## src/rtl/classifier_window_scheduler.sv

```systemverilog
// Steps the classifier window one position per frame over a raster of positions,
// tracks the best-scoring window and publishes one detection result per full scan.
module classifier_window_scheduler #(
  parameter int FRAME_W = 640,
  parameter int FRAME_H = 480,
  parameter int WIN_W   = 64,
  parameter int WIN_H   = 64,
  parameter int STEP_X  = 32,
  parameter int STEP_Y  = 32
) (
  input  logic               clock_50,
  input  logic               reset,
  input  logic               enable,
  input  logic [12:0]        true_x,
  input  logic [12:0]        true_y,
  input  logic signed [31:0] frame_sum,
  output logic [12:0]        win_x_min,
  output logic [12:0]        win_x_max,
  output logic [12:0]        win_y_min,
  output logic [12:0]        win_y_max,
  output logic               scanning,
  output logic               result_valid,
  output logic               detect,
  output logic [12:0]        best_x,
  output logic [12:0]        best_y,
  output logic signed [31:0] best_sum
);

  typedef enum logic [1:0] {IDLE, PRIME, SCAN} state_t;

  localparam logic signed [31:0] SUM_MIN = 32'sh8000_0000;
  localparam logic [12:0] WIN_W13 = 13'(WIN_W);
  localparam logic [12:0] WIN_H13 = 13'(WIN_H);

  state_t             state_q, state_d;
  logic [12:0]        x_q, x_d, y_q, y_d;
  logic [12:0]        cur_x_q, cur_x_d, cur_y_q, cur_y_d;
  logic               pend_q, pend_d, last_q, last_d;
  logic signed [31:0] run_sum_q, run_sum_d;
  logic [12:0]        run_x_q, run_x_d, run_y_q, run_y_d;
  logic signed [31:0] best_sum_q, best_sum_d;
  logic [12:0]        best_x_q, best_x_d, best_y_q, best_y_d;
  logic               detect_q, detect_d, rv_q, rv_d;

  logic               mark;
  logic [13:0]        nx, ny;
  logic signed [31:0] cand_sum;
  logic [12:0]        cand_x, cand_y;

  assign mark = (true_x == 13'd1) && (true_y == 13'd0);

  always_comb begin
    state_d    = state_q;
    x_d        = x_q;
    y_d        = y_q;
    cur_x_d    = cur_x_q;
    cur_y_d    = cur_y_q;
    pend_d     = pend_q;
    last_d     = last_q;
    run_sum_d  = run_sum_q;
    run_x_d    = run_x_q;
    run_y_d    = run_y_q;
    best_sum_d = best_sum_q;
    best_x_d   = best_x_q;
    best_y_d   = best_y_q;
    detect_d   = detect_q;
    rv_d       = 1'b0;

    // Running best including the sample arriving this cycle; ties keep the earlier window.
    cand_sum = run_sum_q;
    cand_x   = run_x_q;
    cand_y   = run_y_q;
    if (pend_q && (frame_sum > run_sum_q)) begin
      cand_sum = frame_sum;
      cand_x   = cur_x_q;
      cand_y   = cur_y_q;
    end

    nx = {1'b0, x_q} + 14'(STEP_X);
    ny = {1'b0, y_q} + 14'(STEP_Y);

    case (state_q)
      IDLE: begin
        if (enable) state_d = PRIME;
      end
      PRIME: begin
        if (!enable) begin
          state_d   = IDLE;
          x_d       = '0;
          y_d       = '0;
          pend_d    = 1'b0;
          last_d    = 1'b0;
          run_sum_d = SUM_MIN;
        end else if (mark) begin
          x_d     = '0;
          y_d     = '0;
          state_d = SCAN;
        end
      end
      SCAN: begin
        if (pend_q && last_q) begin
          best_sum_d = cand_sum;
          best_x_d   = cand_x;
          best_y_d   = cand_y;
          detect_d   = (cand_sum > 32'sd0);
          rv_d       = 1'b1;
          run_sum_d  = SUM_MIN;
          pend_d     = 1'b0;
          last_d     = 1'b0;
          if (!enable) begin
            state_d = IDLE;
            x_d     = '0;
            y_d     = '0;
          end
        end else if (!enable) begin
          state_d   = IDLE;
          x_d       = '0;
          y_d       = '0;
          pend_d    = 1'b0;
          last_d    = 1'b0;
          run_sum_d = SUM_MIN;
        end else begin
          if (pend_q) begin
            run_sum_d = cand_sum;
            run_x_d   = cand_x;
            run_y_d   = cand_y;
            pend_d    = 1'b0;
          end
          if (mark) begin
            pend_d  = 1'b1;
            cur_x_d = x_q;
            cur_y_d = y_q;
            if ((nx + 14'(WIN_W)) > 14'(FRAME_W)) begin
              x_d = '0;
              if ((ny + 14'(WIN_H)) > 14'(FRAME_H)) begin
                y_d    = '0;
                last_d = 1'b1;
              end else begin
                y_d = ny[12:0];
              end
            end else begin
              x_d = nx[12:0];
            end
          end
        end
      end
      default: state_d = IDLE;
    endcase
  end

  always_ff @(posedge clock_50 or posedge reset) begin
    if (reset) begin
      state_q    <= IDLE;
      x_q        <= '0;
      y_q        <= '0;
      cur_x_q    <= '0;
      cur_y_q    <= '0;
      pend_q     <= 1'b0;
      last_q     <= 1'b0;
      run_sum_q  <= SUM_MIN;
      run_x_q    <= '0;
      run_y_q    <= '0;
      best_sum_q <= '0;
      best_x_q   <= '0;
      best_y_q   <= '0;
      detect_q   <= 1'b0;
      rv_q       <= 1'b0;
    end else begin
      state_q    <= state_d;
      x_q        <= x_d;
      y_q        <= y_d;
      cur_x_q    <= cur_x_d;
      cur_y_q    <= cur_y_d;
      pend_q     <= pend_d;
      last_q     <= last_d;
      run_sum_q  <= run_sum_d;
      run_x_q    <= run_x_d;
      run_y_q    <= run_y_d;
      best_sum_q <= best_sum_d;
      best_x_q   <= best_x_d;
      best_y_q   <= best_y_d;
      detect_q   <= detect_d;
      rv_q       <= rv_d;
    end
  end

  assign win_x_min    = x_q;
  assign win_x_max    = x_q + WIN_W13;
  assign win_y_min    = y_q;
  assign win_y_max    = y_q + WIN_H13;
  assign scanning     = (state_q != IDLE);
  assign result_valid = rv_q;
  assign detect       = detect_q;
  assign best_x       = best_x_q;
  assign best_y       = best_y_q;
  assign best_sum     = best_sum_q;

endmodule

```

## config.mk

```make
export PLATFORM = sky130hd
export DESIGN_NAME = classifier_window_scheduler
export DESIGN_NICKNAME = d
export VERILOG_FILES = /design/src/rtl/classifier_window_scheduler.sv
export SDC_FILE = /design/constraint.sdc
export NUM_CORES = 1
export LEC_CHECK = 0
export CORE_MARGIN = 2
export CORE_UTILIZATION = 53
export CTS_BUF_LIST = sky130_fd_sc_hd__clkbuf_4 sky130_fd_sc_hd__clkbuf_8
export DETAILED_ROUTE_END_ITERATION = 7
export GPL_TIMING_DRIVEN = 1
export HOLD_SLACK_MARGIN = 0.08
export PLACE_DENSITY = 0.84
export REMOVE_ABC_BUFFERS = 1
export SLEW_MARGIN = 20
export SYNTH_ARGS = -nofsm -noshare
export SYNTH_HDL_FRONTEND = slang
export SYNTH_SLANG_ARGS = --single-unit
```

## constraint.sdc

```tcl
create_clock -name clock_50 -period 6.57 [get_ports clock_50]
set_input_delay 1.971 -clock clock_50 [delete_from_list [all_inputs] [get_ports clock_50]]
set_output_delay 1.971 -clock clock_50 [all_outputs]
set_load 0.02 [all_outputs]
```

# After elaboration in Yosys (flattened, before gate mapping)

Cells that the tools add are included.

Reductions and logical operators: 16
Magnitude comparators: 4
Equality and inequality tests: 14
Multiplexer cells: 40
$add $sub $neg: 6
Bitwise gates (word level): 1

Operators with widths:

| kind                                                                               | number |
|---|---|
| 13-bit two-way mux                                                                 | 14 |
| 32-bit two-way mux                                                                 | 5 |
| 32-bit one-hot mux with 2 select lines                                             | 1 |
| 13-bit one-hot mux with 2 select lines                                             | 2 |
| 32-bit by 1-bit greater-than comparator with 1-bit output (second input constant)  | 1 |
| 32-bit greater-than comparator                                                     | 1 |
| 13-bit by 6-bit adder with 14-bit output (second input constant)                   | 2 |
| 14-bit by 7-bit adder with 14-bit output (second input constant)                   | 2 |
| 13-bit by 7-bit adder with 13-bit output (second input constant)                   | 2 |
| 4-bit != test (second input constant)                                              | 4 |
| 14-bit by 10-bit greater-than comparator with 1-bit output (second input constant) | 1 |
| 14-bit by 9-bit greater-than comparator with 1-bit output (second input constant)  | 1 |
| 13-bit by 1-bit equality test with 1-bit output (second input constant)            | 1 |
| 13-bit logical NOT                                                                 | 1 |
| 3-bit != test (second input constant)                                              | 4 |
| 4-bit AND reduction                                                                | 3 |
| 1-bit two-way mux                                                                  | 11 |
| 5-bit AND reduction                                                                | 2 |
| 2-bit two-way mux                                                                  | 4 |
| 2-bit != test (second input constant)                                              | 3 |
| 2-bit one-hot mux with 3 select lines                                              | 1 |
| 3-bit AND reduction                                                                | 2 |
| 1-bit one-hot mux with 2 select lines                                              | 2 |
| 2-bit AND reduction                                                                | 2 |
| other kinds (6)                                                                    | 9 |

Bits of input ports: 61
Output and inout bits: 113
Register bits: 174
Logic and storage cells: 96

# Depth between registers and ports, before layout

Depth in word-level cells: 9
Mapped depth: 11
Mapped depth without buffers: 10

# Worst setup path before layout

OpenSTA, ideal clock, no wires.

Path type: input-to-reg
Start: input port frame_sum[30]
End: register run_x_q[5]
Slack: 2336 ps
Setup time: 128 ps
Arrival time: 4107 ps
Stages: 9
Path buffers: 1
Data required time: 6442 ps
Cells stage by stage: ha_1 -> a21oi_1 -> nand2_1 -> a221o_1 -> or3_1 -> a31oi_4 -> nand2_2 -> buf_4 -> mux2_1

Word-level cells in the longest chain between the ends: 3

RTL lines:

| what                           | line | RTL |
|---|---|---|
| start: declaration             | 16   | `input logic signed [31:0] frame_sum,` |
| 32-bit greater-than comparator | 73   | `if (pend_q && (frame_sum > run_sum_q)) begin` |
| 1-bit logical AND              | 73   |  |
| 13-bit two-way mux             | 73   |  |
| end signal: assignment         | 177  | `run_x_q <= run_x_d;` |
| end: declaration               | 40   | `logic [12:0] run_x_q, run_x_d, run_y_q, run_y_d;` |

Every way passes these cells.
A chain may end at the register's enable or synchronous reset.

# Worst setup path after layout

Start: input port frame_sum[31]
End: register run_x_q[6]

Same word-level chain as after synthesis.

==> metrics <==
outcome completed; die width between 100 and 150 um; Area Overhead vs Synth 24.88%; Setup-failing EPs final 0; Root Driver clkbuf_8; clock-pin slew on the worst setup and hold paths ~0.090 ns; fmax 0.2013 GHz; Gate Count Post-Synth 763; Clock Latency Late Sink around 0.44 ns; slowest cell on the critical path clkdlybuf4s50_1; initial antenna violation count 0; Worst setup SP type input pin; critical-path cell list clkdlybuf4s50_1, ha_1, nand4_1, or2_1, o32ai_1, o21ai_0, a31oi_4, nand2_2, mux2_1; Post-synth EDFFs 0; hpwl dp about 13 mm; Avg Inst Size Synth a little over 10 um2; via count around 6.4k; pre-CTS WS around 1.2 ns; antenna-violating nets left 0; Core Rows between 40 and 50; crit path time final between 4 and 5 ns; PD cells 208.0 mW/mm2; slowest stage delay, CP 0.54 ns; setup tns final 0 ns; maxcap violations 0; RSZ-0062 raised after global routing false; Post-synth top flop dfrtp_1; CTS resizes 0; total congestion overflow 0; part of the Yosys area used for sequential elements 48.98%; area leader, netlist dfrtp_1; Layout Nets roughly 1.0k; layout cells sized above 1 under 10%; DR pass1 iterations 5; vias per inst about 5.8; die footprint between 0.015 and 0.02 mm2; I/O pin cnt around 170; DR WL/cell between 15 and 20 um; Synth cell types 57; ys async rst share 100.0%; Core Box Area around 0.015 mm2; clock sink count between 150 and 200; top-area cell type share of the netlist area around half; worst vdd ir ~0.00015 V; first-pass GRT wire length 31.77 mm; Lkg Pwr 4.362 nW; DRC violations left 0; First DRT Iteration DRCs between 400 and 500; Critical Path AT around 5.3 ns; CP Max Fanout 26; H-tree levels 4; vias in the first global route 6447; Critical Path End Type register; cts bufs inserted 17; crit share post-route between 70% and 80%; cts hold-fix bufs 0; flop and latch count out of synthesis between 150 and 200; crit path kind in2reg; post-CTS setup-driven buffer insertion count 0; Die Ht approximately 130 um; GPL Wtd Cong around 0.9; Ys Warns 0; Rel. slew slack a little under half; synth cell count leaders 153 x dfrtp_1, 91 x nand2_1, 44 x o21ai_0; clk buf depth 2; CTS tree done; initial core utilization between 50 and 60%; Fin. Hold Viols 0; Post-Route Skew approximately 0.015 ns; Synth Cell Area about 0.0079 mm2; PortBufs approximately 150; Worst Tran Pin Value 0.8179 ns; count leader, synth dfrtp_1; largest cells by area after synthesis dfrtp_1 49%, ha_1 6.7%, nand2_1 4.3%; PnR worst setup slack roughly 1.6 ns; Req. time, crit path 6.89 ns; Antenna Diode Count 0; Total GRT Usage around 25%; final wirelength 18.87 mm; final-report max-slew violation count 0; Hold Crit Class reg2reg; largest net degree at the start of global routing approximately 80
[critical path: cells and delay by family]
kind | cells | cell delay, ns
AO/OA/AOI/OAI | 3 | 1.00
AND/OR/NAND/NOR | 3 | 0.93
buffers and inverters | 1 | 0.54
multiplexers | 1 | 0.45
adder cells (fa/ha/maj) | 1 | 0.40
[sequential cells by signal, indices dropped and copies added, names as in the netlist, 2 cells and up]
name       count
cur_y_q        8
cur_x_q        8
run_x_q       13
win_y_min      8
best_sum      32
run_y_q       13
best_x        13
best_y        13
state_q        2
run_sum_q     32
win_x_min      8
[placed cells by master (no fill, tap or decap), types with 25 or more instances in the layout]
| cell | synthesis | routed |
|---|---|---|
| a22o_1 | 31 | 31 |
| clkdlybuf4s50_1 | 0 | 153 |
| dfrtp_1 | 153 | 153 |
| ha_1 | 42 | 42 |
| inv_1 | 43 | 42 |
| mux2_2 | 25 | 25 |
| nand2_1 | 91 | 91 |
| nand3_1 | 41 | 40 |
| o211ai_1 | 34 | 34 |
| o21ai_0 | 44 | 44 |
[metrics by stage]
stage / utilization [%] / instance area (um2) / hold slack [ns] / std cells / total power [mW]
after floorplan: - / 7605 / 0.4534 / 722 / 1.206
after global placement: 64.98 / 9444 / 0.4606 / 1068 / 1.355
after detailed placement: 64.98 / 9444 / 0.4701 / 1068 / 1.357
after CTS: 67.62 / 9828 / 0.4920 / 1100 / 2.055
after global routing: 67.62 / 9828 / 0.5238 / 1100 / 2.140
final: 67.62 / 9828 / 0.4845 / 1100 / 2.044
[routing by layer]
layer | GRT usage (%) | wire length, um | vias to the layer above
met5 | 0 | 0 | -
met4 | 7.304 | 372 | 0
met3 | 4.885 | 1080 | 30
met2 | 40.22 | 9022 | 235
met1 | 33.40 | 8393 | 3114
li1 | - | - | 2979
[area by class of cell]
type,count,area (um2)
Tap cell,184,230.2
Inverter,44,170.2
Fill cell,1124,4706
Clock buffer,17,234.0
Clock inverter,15,150.1
Sequential cell,154,3855
Timing Repair Buffer,162,1599
Multi-Input combinational cell,524,3590
[worst paths after layout]
kind                               startpoint       endpoint  slack, ns  cells past startpoint
worst max register to register  run_sum_q[31]     run_x_q[6]       3.12                      9
worst min-delay path                best_y[8]      best_y[8]       0.48                      2
worst max-delay path            frame_sum[31]     run_x_q[6]       1.60                      9
worst min register to register      best_y[8]      best_y[8]       0.48                      2
min in group asynchronous               reset      best_x[2]       2.00                      2
max in group asynchronous               reset  run_sum_q[18]       3.47                      3
[report_power, final]
part / leakage [nW] / internal [mW] / switching [mW]
logic: 2.33 / 0.138 / 0.229
clock network: 0.189 / 0.313 / 0.389
registers: 1.84 / 0.957 / 0.0190
total: 4.36 / 1.41 / 0.636
[cell families (layout without fill, tap and decap cells)]
family,Yosys count,after routing,synth area share [%]
adders and majority gates,42,42,6.677
AOI/OAI and AO/OA,162,162,14.24
muxes,55,55,7.552
buffers and inverters,104,238,6.375
DFF,154,154,48.98
xor gates and xnor gates,15,15,1.669
other,1,20,0.04765
and+or+nand+nor,230,230,14.45
No activity file was read; power rests on OpenSTA's default activity.
